**src/rtl/pipe_pkg.sv**
```systemverilog
// Encodings shared by the ID/EX operand stage: forwarding selects, ALU operations,
// writeback selects and the packed control bundle that travels with each instruction.
package pipe_pkg;

  localparam logic [1:0] FWD_RF  = 2'b00;
  localparam logic [1:0] FWD_WB  = 2'b01;
  localparam logic [1:0] FWD_MEM = 2'b10;

  typedef enum logic [2:0] {
    ALU_ADD = 3'b000,
    ALU_SUB = 3'b001,
    ALU_AND = 3'b010,
    ALU_OR  = 3'b011,
    ALU_XOR = 3'b100
  } alu_op_e;

  typedef enum logic [1:0] {
    RES_ALU = 2'b00,
    RES_MEM = 2'b01,
    RES_PC4 = 2'b10
  } result_src_e;

  // An all-zero bundle is a bubble: no register write, no store, no redirect.
  typedef struct packed {
    logic       regwrite;
    logic       memwrite;
    logic       branch;
    logic       jump;
    logic [1:0] resultsrc;
    logic       alusrc;
  } ctrl_t;

endpackage

```
**src/rtl/id_ex_operand_stage_if.sv**
```systemverilog
// Bundle of Decode inputs, hazard/bypass inputs and Execute outputs of the ID/EX stage.
interface id_ex_operand_stage_if #(
  parameter int XLEN      = 32,
  parameter int REGADDR_W = 5,
  parameter int ALUCTL_W  = 3
);

  logic                 flushE;
  logic                 stallE;
  logic [XLEN-1:0]      rd1D;
  logic [XLEN-1:0]      rd2D;
  logic [XLEN-1:0]      immextD;
  logic [XLEN-1:0]      pcD;
  logic [XLEN-1:0]      pcplus4D;
  logic [REGADDR_W-1:0] rs1D;
  logic [REGADDR_W-1:0] rs2D;
  logic [REGADDR_W-1:0] rdD;
  logic [ALUCTL_W-1:0]  alucontrolD;
  logic                 alusrcD;
  logic                 regwriteD;
  logic                 memwriteD;
  logic                 branchD;
  logic                 jumpD;
  logic [1:0]           resultsrcD;
  logic [1:0]           forwardaE;
  logic [1:0]           forwardbE;
  logic [XLEN-1:0]      aluoutM;
  logic [XLEN-1:0]      resultW;

  logic [XLEN-1:0]      srcaE;
  logic [XLEN-1:0]      srcbE;
  logic [ALUCTL_W-1:0]  alucontrolE;
  logic [XLEN-1:0]      writedataE;
  logic [XLEN-1:0]      pcE;
  logic [XLEN-1:0]      pcplus4E;
  logic [XLEN-1:0]      immextE;
  logic [REGADDR_W-1:0] rs1E;
  logic [REGADDR_W-1:0] rs2E;
  logic [REGADDR_W-1:0] rdE;
  logic                 regwriteE;
  logic                 memwriteE;
  logic                 branchE;
  logic                 jumpE;
  logic [1:0]           resultsrcE;
  logic                 validE;

  modport master (
    output flushE, stallE, rd1D, rd2D, immextD, pcD, pcplus4D, rs1D, rs2D, rdD,
           alucontrolD, alusrcD, regwriteD, memwriteD, branchD, jumpD, resultsrcD,
           forwardaE, forwardbE, aluoutM, resultW,
    input  srcaE, srcbE, alucontrolE, writedataE, pcE, pcplus4E, immextE,
           rs1E, rs2E, rdE, regwriteE, memwriteE, branchE, jumpE, resultsrcE, validE
  );

  modport slave (
    input  flushE, stallE, rd1D, rd2D, immextD, pcD, pcplus4D, rs1D, rs2D, rdD,
           alucontrolD, alusrcD, regwriteD, memwriteD, branchD, jumpD, resultsrcD,
           forwardaE, forwardbE, aluoutM, resultW,
    output srcaE, srcbE, alucontrolE, writedataE, pcE, pcplus4E, immextE,
           rs1E, rs2E, rdE, regwriteE, memwriteE, branchE, jumpE, resultsrcE, validE
  );

endinterface

```
**src/rtl/fwd_mux3.sv**
```systemverilog
// Operand bypass select: register-file value, Writeback result or Memory ALU result.
module fwd_mux3
  import pipe_pkg::*;
#(
  parameter int XLEN = 32
) (
  input  logic [XLEN-1:0] i_rf,
  input  logic [XLEN-1:0] i_wb,
  input  logic [XLEN-1:0] i_mem,
  input  logic [1:0]      i_sel,
  output logic [XLEN-1:0] o_y
);

  // The reserved code 2'b11 falls back to the register-file value.
  always_comb begin
    case (i_sel)
      FWD_WB:  o_y = i_wb;
      FWD_MEM: o_y = i_mem;
      default: o_y = i_rf;
    endcase
  end

endmodule

```
**src/rtl/id_ex_operand_stage.sv**
```systemverilog
// ID/EX pipeline register with combinational operand forwarding and ALU-source select;
// flush loads a bubble and takes precedence over stall.
module id_ex_operand_stage
  import pipe_pkg::*;
#(
  parameter int XLEN      = 32,
  parameter int REGADDR_W = 5,
  parameter int ALUCTL_W  = 3
) (
  input logic                 clk,
  input logic                 rst_n,
  id_ex_operand_stage_if.slave bus
);

  logic [XLEN-1:0]      r_rd1;
  logic [XLEN-1:0]      r_rd2;
  logic [XLEN-1:0]      r_immext;
  logic [XLEN-1:0]      r_pc;
  logic [XLEN-1:0]      r_pcplus4;
  logic [REGADDR_W-1:0] r_rs1;
  logic [REGADDR_W-1:0] r_rs2;
  logic [REGADDR_W-1:0] r_rd;
  logic [ALUCTL_W-1:0]  r_alucontrol;
  ctrl_t                r_ctrl;
  logic                 r_valid;

  logic [XLEN-1:0]      w_fwdA;
  logic [XLEN-1:0]      w_fwdB;

  always_ff @(posedge clk or negedge rst_n) begin
    if (!rst_n) begin
      r_rd1        <= '0;
      r_rd2        <= '0;
      r_immext     <= '0;
      r_pc         <= '0;
      r_pcplus4    <= '0;
      r_rs1        <= '0;
      r_rs2        <= '0;
      r_rd         <= '0;
      r_alucontrol <= '0;
      r_ctrl       <= '0;
      r_valid      <= 1'b0;
    end else if (bus.flushE) begin
      r_rd1        <= '0;
      r_rd2        <= '0;
      r_immext     <= '0;
      r_pc         <= '0;
      r_pcplus4    <= '0;
      r_rs1        <= '0;
      r_rs2        <= '0;
      r_rd         <= '0;
      r_alucontrol <= '0;
      r_ctrl       <= '0;
      r_valid      <= 1'b0;
    end else if (!bus.stallE) begin
      r_rd1        <= bus.rd1D;
      r_rd2        <= bus.rd2D;
      r_immext     <= bus.immextD;
      r_pc         <= bus.pcD;
      r_pcplus4    <= bus.pcplus4D;
      r_rs1        <= bus.rs1D;
      r_rs2        <= bus.rs2D;
      r_rd         <= bus.rdD;
      r_alucontrol <= bus.alucontrolD;
      r_ctrl       <= '{regwrite:  bus.regwriteD,
                        memwrite:  bus.memwriteD,
                        branch:    bus.branchD,
                        jump:      bus.jumpD,
                        resultsrc: bus.resultsrcD,
                        alusrc:    bus.alusrcD};
      r_valid      <= 1'b1;
    end
  end

  // Bypass stays combinational so a stalled instruction keeps seeing live M/W values.
  fwd_mux3 #(.XLEN(XLEN)) u_fwd_a (
    .i_rf  (r_rd1),
    .i_wb  (bus.resultW),
    .i_mem (bus.aluoutM),
    .i_sel (bus.forwardaE),
    .o_y   (w_fwdA)
  );

  fwd_mux3 #(.XLEN(XLEN)) u_fwd_b (
    .i_rf  (r_rd2),
    .i_wb  (bus.resultW),
    .i_mem (bus.aluoutM),
    .i_sel (bus.forwardbE),
    .o_y   (w_fwdB)
  );

  assign bus.srcaE       = w_fwdA;
  assign bus.srcbE       = r_ctrl.alusrc ? r_immext : w_fwdB;
  assign bus.writedataE  = w_fwdB;
  assign bus.alucontrolE = r_alucontrol;
  assign bus.pcE         = r_pc;
  assign bus.pcplus4E    = r_pcplus4;
  assign bus.immextE     = r_immext;
  assign bus.rs1E        = r_rs1;
  assign bus.rs2E        = r_rs2;
  assign bus.rdE         = r_rd;
  assign bus.regwriteE   = r_ctrl.regwrite;
  assign bus.memwriteE   = r_ctrl.memwrite;
  assign bus.branchE     = r_ctrl.branch;
  assign bus.jumpE       = r_ctrl.jump;
  assign bus.resultsrcE  = r_ctrl.resultsrc;
  assign bus.validE      = r_valid;

endmodule

```
**src/flat_wrapper.sv**
```systemverilog
// flat-port wrapper written by rule: the top's interface ports become plain ports
module id_ex_operand_stage_flat import pipe_pkg::*;
#(
  parameter int XLEN      = 32,
  parameter int REGADDR_W = 5,
  parameter int ALUCTL_W  = 3
)
  (clk, rst_n, bus_flushE, bus_stallE, bus_rd1D, bus_rd2D, bus_immextD, bus_pcD, bus_pcplus4D, bus_rs1D, bus_rs2D, bus_rdD, bus_alucontrolD, bus_alusrcD, bus_regwriteD, bus_memwriteD, bus_branchD, bus_jumpD, bus_resultsrcD, bus_forwardaE, bus_forwardbE, bus_aluoutM, bus_resultW, bus_srcaE, bus_srcbE, bus_alucontrolE, bus_writedataE, bus_pcE, bus_pcplus4E, bus_immextE, bus_rs1E, bus_rs2E, bus_rdE, bus_regwriteE, bus_memwriteE, bus_branchE, bus_jumpE, bus_resultsrcE, bus_validE);
  id_ex_operand_stage_if #(.XLEN(XLEN), .REGADDR_W(REGADDR_W), .ALUCTL_W(ALUCTL_W)) bus_i ();
  input logic clk;
  input logic rst_n;
  input wire logic [$bits(bus_i.flushE)-1:0] bus_flushE;
  input wire logic [$bits(bus_i.stallE)-1:0] bus_stallE;
  input wire logic [$bits(bus_i.rd1D)-1:0] bus_rd1D;
  input wire logic [$bits(bus_i.rd2D)-1:0] bus_rd2D;
  input wire logic [$bits(bus_i.immextD)-1:0] bus_immextD;
  input wire logic [$bits(bus_i.pcD)-1:0] bus_pcD;
  input wire logic [$bits(bus_i.pcplus4D)-1:0] bus_pcplus4D;
  input wire logic [$bits(bus_i.rs1D)-1:0] bus_rs1D;
  input wire logic [$bits(bus_i.rs2D)-1:0] bus_rs2D;
  input wire logic [$bits(bus_i.rdD)-1:0] bus_rdD;
  input wire logic [$bits(bus_i.alucontrolD)-1:0] bus_alucontrolD;
  input wire logic [$bits(bus_i.alusrcD)-1:0] bus_alusrcD;
  input wire logic [$bits(bus_i.regwriteD)-1:0] bus_regwriteD;
  input wire logic [$bits(bus_i.memwriteD)-1:0] bus_memwriteD;
  input wire logic [$bits(bus_i.branchD)-1:0] bus_branchD;
  input wire logic [$bits(bus_i.jumpD)-1:0] bus_jumpD;
  input wire logic [$bits(bus_i.resultsrcD)-1:0] bus_resultsrcD;
  input wire logic [$bits(bus_i.forwardaE)-1:0] bus_forwardaE;
  input wire logic [$bits(bus_i.forwardbE)-1:0] bus_forwardbE;
  input wire logic [$bits(bus_i.aluoutM)-1:0] bus_aluoutM;
  input wire logic [$bits(bus_i.resultW)-1:0] bus_resultW;
  output wire logic [$bits(bus_i.srcaE)-1:0] bus_srcaE;
  output wire logic [$bits(bus_i.srcbE)-1:0] bus_srcbE;
  output wire logic [$bits(bus_i.alucontrolE)-1:0] bus_alucontrolE;
  output wire logic [$bits(bus_i.writedataE)-1:0] bus_writedataE;
  output wire logic [$bits(bus_i.pcE)-1:0] bus_pcE;
  output wire logic [$bits(bus_i.pcplus4E)-1:0] bus_pcplus4E;
  output wire logic [$bits(bus_i.immextE)-1:0] bus_immextE;
  output wire logic [$bits(bus_i.rs1E)-1:0] bus_rs1E;
  output wire logic [$bits(bus_i.rs2E)-1:0] bus_rs2E;
  output wire logic [$bits(bus_i.rdE)-1:0] bus_rdE;
  output wire logic [$bits(bus_i.regwriteE)-1:0] bus_regwriteE;
  output wire logic [$bits(bus_i.memwriteE)-1:0] bus_memwriteE;
  output wire logic [$bits(bus_i.branchE)-1:0] bus_branchE;
  output wire logic [$bits(bus_i.jumpE)-1:0] bus_jumpE;
  output wire logic [$bits(bus_i.resultsrcE)-1:0] bus_resultsrcE;
  output wire logic [$bits(bus_i.validE)-1:0] bus_validE;
  assign bus_i.flushE = bus_flushE;
  assign bus_i.stallE = bus_stallE;
  assign bus_i.rd1D = bus_rd1D;
  assign bus_i.rd2D = bus_rd2D;
  assign bus_i.immextD = bus_immextD;
  assign bus_i.pcD = bus_pcD;
  assign bus_i.pcplus4D = bus_pcplus4D;
  assign bus_i.rs1D = bus_rs1D;
  assign bus_i.rs2D = bus_rs2D;
  assign bus_i.rdD = bus_rdD;
  assign bus_i.alucontrolD = bus_alucontrolD;
  assign bus_i.alusrcD = bus_alusrcD;
  assign bus_i.regwriteD = bus_regwriteD;
  assign bus_i.memwriteD = bus_memwriteD;
  assign bus_i.branchD = bus_branchD;
  assign bus_i.jumpD = bus_jumpD;
  assign bus_i.resultsrcD = bus_resultsrcD;
  assign bus_i.forwardaE = bus_forwardaE;
  assign bus_i.forwardbE = bus_forwardbE;
  assign bus_i.aluoutM = bus_aluoutM;
  assign bus_i.resultW = bus_resultW;
  assign bus_srcaE = bus_i.srcaE;
  assign bus_srcbE = bus_i.srcbE;
  assign bus_alucontrolE = bus_i.alucontrolE;
  assign bus_writedataE = bus_i.writedataE;
  assign bus_pcE = bus_i.pcE;
  assign bus_pcplus4E = bus_i.pcplus4E;
  assign bus_immextE = bus_i.immextE;
  assign bus_rs1E = bus_i.rs1E;
  assign bus_rs2E = bus_i.rs2E;
  assign bus_rdE = bus_i.rdE;
  assign bus_regwriteE = bus_i.regwriteE;
  assign bus_memwriteE = bus_i.memwriteE;
  assign bus_branchE = bus_i.branchE;
  assign bus_jumpE = bus_i.jumpE;
  assign bus_resultsrcE = bus_i.resultsrcE;
  assign bus_validE = bus_i.validE;
  id_ex_operand_stage #(.XLEN(XLEN), .REGADDR_W(REGADDR_W), .ALUCTL_W(ALUCTL_W)) u_core (.clk(clk), .rst_n(rst_n), .bus(bus_i));
endmodule
```
**config.mk**
```make
export PLATFORM = sky130hd
export DESIGN_NAME = id_ex_operand_stage_flat
export DESIGN_NICKNAME = d
export VERILOG_FILES = /design/src/rtl/pipe_pkg.sv /design/src/rtl/id_ex_operand_stage_if.sv /design/src/rtl/fwd_mux3.sv /design/src/rtl/id_ex_operand_stage.sv /design/src/flat_wrapper.sv
export SDC_FILE = /design/constraint.sdc
export NUM_CORES = 1
export LEC_CHECK = 0
export ABC_AREA = 1
export BUFFER_PORTS_ARGS = -buffer_cell sky130_fd_sc_hd__buf_2
export CORE_AREA = 2 2 184 186
export DETAILED_ROUTE_END_ITERATION = 12
export DIE_AREA = 0 0 186 188
export SETUP_SLACK_MARGIN = 0.4
export SLEW_MARGIN = 20
export SYNTH_ARGS = -nofsm -noshare
export SYNTH_HDL_FRONTEND = slang
export SYNTH_SLANG_ARGS = --single-unit
export TNS_END_PERCENT = 10
```
**constraint.sdc**
```tcl
create_clock -name clk -period 1.26 [get_ports clk]
set_input_delay 0 -clock clk [delete_from_list [all_inputs] [get_ports clk]]
set_output_delay 0 -clock clk [all_outputs]
set_load 0.05 [all_outputs]
```
== Yosys cells after proc, flatten, opt, wreduce, memory -nomap -nowiden ==
Index checks and enable logic that the tools add are counted.
Word-level totals
  memories kept: 0
  bits in read-only memories: 0
  register bits: 186
  bits in latches: 0
  word-level logic and storage cells: 46
  bits of input ports: 257
  output and inout bits: 217
  bits in writable memories: 0
Operators by class
  reduce and logical (&&, ||, !) cells: 0
  div/mod/pow operators: 0
  add/sub/neg operators: 0
  $mul: 0
  equal/unequal tests: 5
  $lt $le $gt $ge: 0
  muxes and demuxes: 25
  bitwise operators: 0
  shifts and indexed selects: 0
Operators by type and width (count)
  $mux W32: 11
  $pmux W32 S2: 2
  $mux W5: 6
  $mux W7: 2
  $mux W3: 2
  $eq A2 B1 Y1 const B: 2
  $eq A2 B2 Y1 const B: 2
  $mux W1: 2
  $ne A2 B2 Y1 const B: 1

== Depth between registers and ports, before layout ==
  depth after elaboration: 3
  mapped depth: 8
  gate-level depth less buffers: 6

== Hierarchy ==
Synthesis repeated with hierarchy kept, for this count alone.
Unflattened totals
  cells, all modules: 1331
  area, all modules: 9556.7 sq um
Modules (own cells, without submodules)
  id_ex_operand_stage: area each 7800.0 sq um, seq. area each 4654.5 sq um, cells each 911, instances 1
  fwd_mux3: area each 878.3 sq um, seq. area each 0.0 sq um, cells each 210, instances 2

== Worst setup path before layout ==
Ideal clock, no wire load.
  kind: input port to output port
  start: in bus_forwardaE[0]
  end: out bus_srcaE[0]
  stages on the path: 7
  buffers on the path: 2
  required time: 1.260 ns
  arrival time: 1.646 ns
  path slack: -0.386 ns
  cell sequence: inv_1 ha_1 clkbuf_1 inv_1 clkbuf_1 nor2_1 a21oi_1
On the way
  word-level cells in the longest chain between the ends: 2
  elaborated cells between the ends (all ways): 3
  those cells by class: eq/ne: 2; mux: 1
Ends and longest elaborated chain
  start: declaration: line flat_wrapper.sv:29  | input wire logic [$bits(bus_i.forwardaE)-1:0] bus_forwardaE;
  $eq A2 B2 Y1 or $eq A2 B1 Y1 (tied branches): line fwd_mux3.sv:16  | case (i_sel)
  $pmux W32 S2 *: line fwd_mux3.sv:16
  end: declaration: line flat_wrapper.sv:33  | output wire logic [$bits(bus_i.srcaE)-1:0] bus_srcaE;
Every way passes the cells marked *; elsewhere a longest branch is shown, timed or not.

== Worst setup path after layout ==
  start: reg u_core.r_ctrl[0] in the netlist's numbering
  end: out bus_srcbE[20]
On the way
  word-level cells in the longest chain between the ends: 1
Ends and longest elaborated chain
  start: declaration: line id_ex_operand_stage.sv:24  | ctrl_t r_ctrl;
  start signal: assignment: line id_ex_operand_stage.sv:65  | r_ctrl <= '{regwrite: bus.regwriteD,
  $mux W32: line id_ex_operand_stage.sv:93  | assign bus.srcbE = r_ctrl.alusrc ? r_immext : w_fwdB;
  end: declaration: line flat_wrapper.sv:34  | output wire logic [$bits(bus_i.srcbE)-1:0] bus_srcbE;
No other way between the ends.

==> impl_results.md <==
- Core Area: 33100 µm²
- Routed wire length: 46.5 mm
- Routed len/inst: 19.8 µm
- First DRT Iteration DRCs: 986
- Util after Layout: 55.0%
- Largest net degree at the start of global routing: 95
- DRT Pass-1 Iters: 5
- Yosys warning count: 0
- Routed via count: 12000
- Filler cells: 2761
- Placer Congestion: 0.984
- Most frequent cells after synthesis: 401 x nand3_1, 345 x nand2_1, 186 x dfrtp_1
- Avg Cell Area, Syn: 7.62 µm²
- Final period util: 126%
- Post-synth EDFFs: 0
- DRC: 0
- CTS tree: yes
- Grt ovf: 0
- Area grow syn2layout: 90.8%
- ANT nets after route: 0
- Final hold vios: 0
- Synth async-reset ratio: 100%
- Worst-path clk slew: 0.08 ns
- Main synth FF type: dfrtp_1
- Mapped Cells: 1252
- Worst Path Max Fanout: 10
- CP Class: flop to output port
- Pwr Total: 21.4 mW
- Vias per cell: 5.11
- Clock sinks: 186
- Worst setup margin: -0.324 ns
- Mapped Nets: 1513
- Nets: 2140
- Die Area: 35000 µm²
- Htree depth: 4
- Number of synthesized register bits: 186
- I/O Buffers: 473
- Root Buffer: clkbuf_16
- Startpoint Class: flop
- Failing checks: setup timing
- Mapped cell area: 9540 µm²
- Detailed placement HPWL: 30.8 mm
- Data arrival, critical path: 1.58 ns
- Die width: 186 µm
- Inserted Clock Buffers: 17
- Clock Path Buffers: 2
- Status: finished, violations left
- Synth area leaders: dfrtp_1 49%, nand3_1 21%, nand2_1 14%
- Fmax: 0.631 GHz
- Worst min path class: primary input to flop
- Area share of the largest cell type after synthesis: 48.8%
- Vias in the first global route: 12300
- Leakage: 8.94 nW
- Synth cell types: 16
- I/O pin count: 474
- Total Routing Usage GR: 25.9%
- Critical path required time: 1.26 ns
- Share of post-route cells with drive strength above 1: 42.7%
- Std cell rows: 67
- Initial antenna violation count: 10
- Crit path time final: 1.58 ns
- Total of max-cap violations: 0
- Worst IR Drop VDD: 0.910 mV
- Worst slew pin tran: 0.558 ns
- PwrDens: 1180 nW/µm²
- Clk_lat worst skew: 0.44 ns
- Relative slew slack: 62.8%
- Fin. max-slew vios: 0
- Setup crit end kind: output port
- First-pass GRT wire length: 69.5 mm
- Skew final: 0 ns
- Top-count cell post-synth: nand3_1
- Final setup fails: 58
- Initial Util: 28.8%
- WHS: 0.0399 ns
- Die Y: 188 µm
- Sequential area share after synthesis: 48.8%
- RSZ-0062 raised after global routing: true
- Post-synth top area cell: dfrtp_1
[per-stage QoR]
step	worst slack, ns	instances	setup TNS, ns	cell area (µm²)
global placement	-0.172	2117	-4.43	13800
finish	-0.324	2350	-9.84	18200
global route	-0.388	2349	-13.44	18200
floorplan	0.283	1252	0	10700
CTS	-0.344	2340	-11.61	18000
detailed placement	-0.156	2117	-4.22	13800
[where the power goes]
part / total, mW / internal (mW) / switching, mW / leakage, nW
logic: 9.23 / 3.65 / 5.58 / 6.26
clock network: 5.41 / 2.65 / 2.76 / 0.282
registers: 6.78 / 6.40 / 0.383 / 2.41
total: 21.4 / 12.7 / 8.73 / 8.94
[worst max-delay path: stages (launching register included)]
cell and delay [ns]:
dfrtp_1 0.41, buf_12 0.16, buf_4 0.18, nand2_1 0.14, nand2_4 0.09, buf_8 0.16
[sequential cells by signal, summed over array words and instances, names as in the netlist, 3 cells and up]
name	flops
u_core.bus.rs1E	5
u_core.r_rd1	32
u_core.bus.immextE	32
u_core.r_rd2	32
u_core.bus.rdE	5
u_core.bus.pcplus4E	32
u_core.bus.rs2E	5
u_core.bus.pcE	32
u_core.bus.alucontrolE	3
[layer usage]
| layer | vias up | track usage [%] | part of all wire (%) |
|---|---|---|---|
| met2 | 679 | 42.1 | 48 |
| li1 | 5414 | - | - |
| met4 | 0 | 13.7 | 4.4 |
| met5 | - | 0 | 0 |
| met1 | 5763 | 32.1 | 40 |
| met3 | 143 | 5.65 | 7.4 |
[path summary, 6_finish.rpt]
path,endpoint,slack (ns),cells after the start,startpoint
min in group asynchronous,u_core.r_rd1[6],0.10,2,rst_n
hold / removal,u_core.bus.pcplus4E[28],0.04,4,bus_stallE
hold reg to reg,u_core.r_rd1[19],0.53,2,u_core.r_rd1[19]
setup reg to reg,u_core.r_ctrl[0],0.18,5,u_core.r_ctrl[0]
max in group asynchronous,u_core.bus.pcE[29],0.59,3,rst_n
setup / recovery,bus_srcbE[20],-0.32,5,u_core.r_ctrl[0]
[cell usage in the layout (no fill, tap or decap), types with 32 or more instances in the layout]
master	n
o21ai_0	32
buf_6	163
buf_2	255
dlygate4sd3_1	187
buf_12	35
a21oi_4	32
a21oi_1	33
nand3_1	361
dfrtp_1	183
nand2_4	37
nand2_1	281
buf_8	51
[cells by family (layout without fill, tap and decap cells)]
family | count (synthesis) | in the layout | share of synthesized area [%]
other | 0 | 10 | 0
and+or+nand+nor | 810 | 810 | 38.0
AOI/OAI and AO/OA | 98 | 98 | 5.14
DFF | 186 | 186 | 48.8
buffers and inverters | 154 | 794 | 7.57
adders and majority gates | 4 | 4 | 0.525
[timing repair]
item,4_1_cts,5_1_grt
cloned,2,0
pin swaps,33,26
hold buffers,187,0
gates resized for setup,557,45
buffers inserted,2,0
endpoints found under the setup margin,218,218
hold endpoints to repair,372,0
[final cells by class]
type                            count  area [µm²]  area share (%)
Clock inverter                     15         153           0.839
Antenna cell                       10        25.0           0.138
Inverter                           41         200            1.10
Clock buffer                       17         425            2.34
Sequential cell                   186        4660            25.6
Multi-Input combinational cell    912        5460            30.0
Timing Repair Buffer              721        6720            36.9
Tap cell                          448         561            3.08
(Power assumes the default switching activity.)
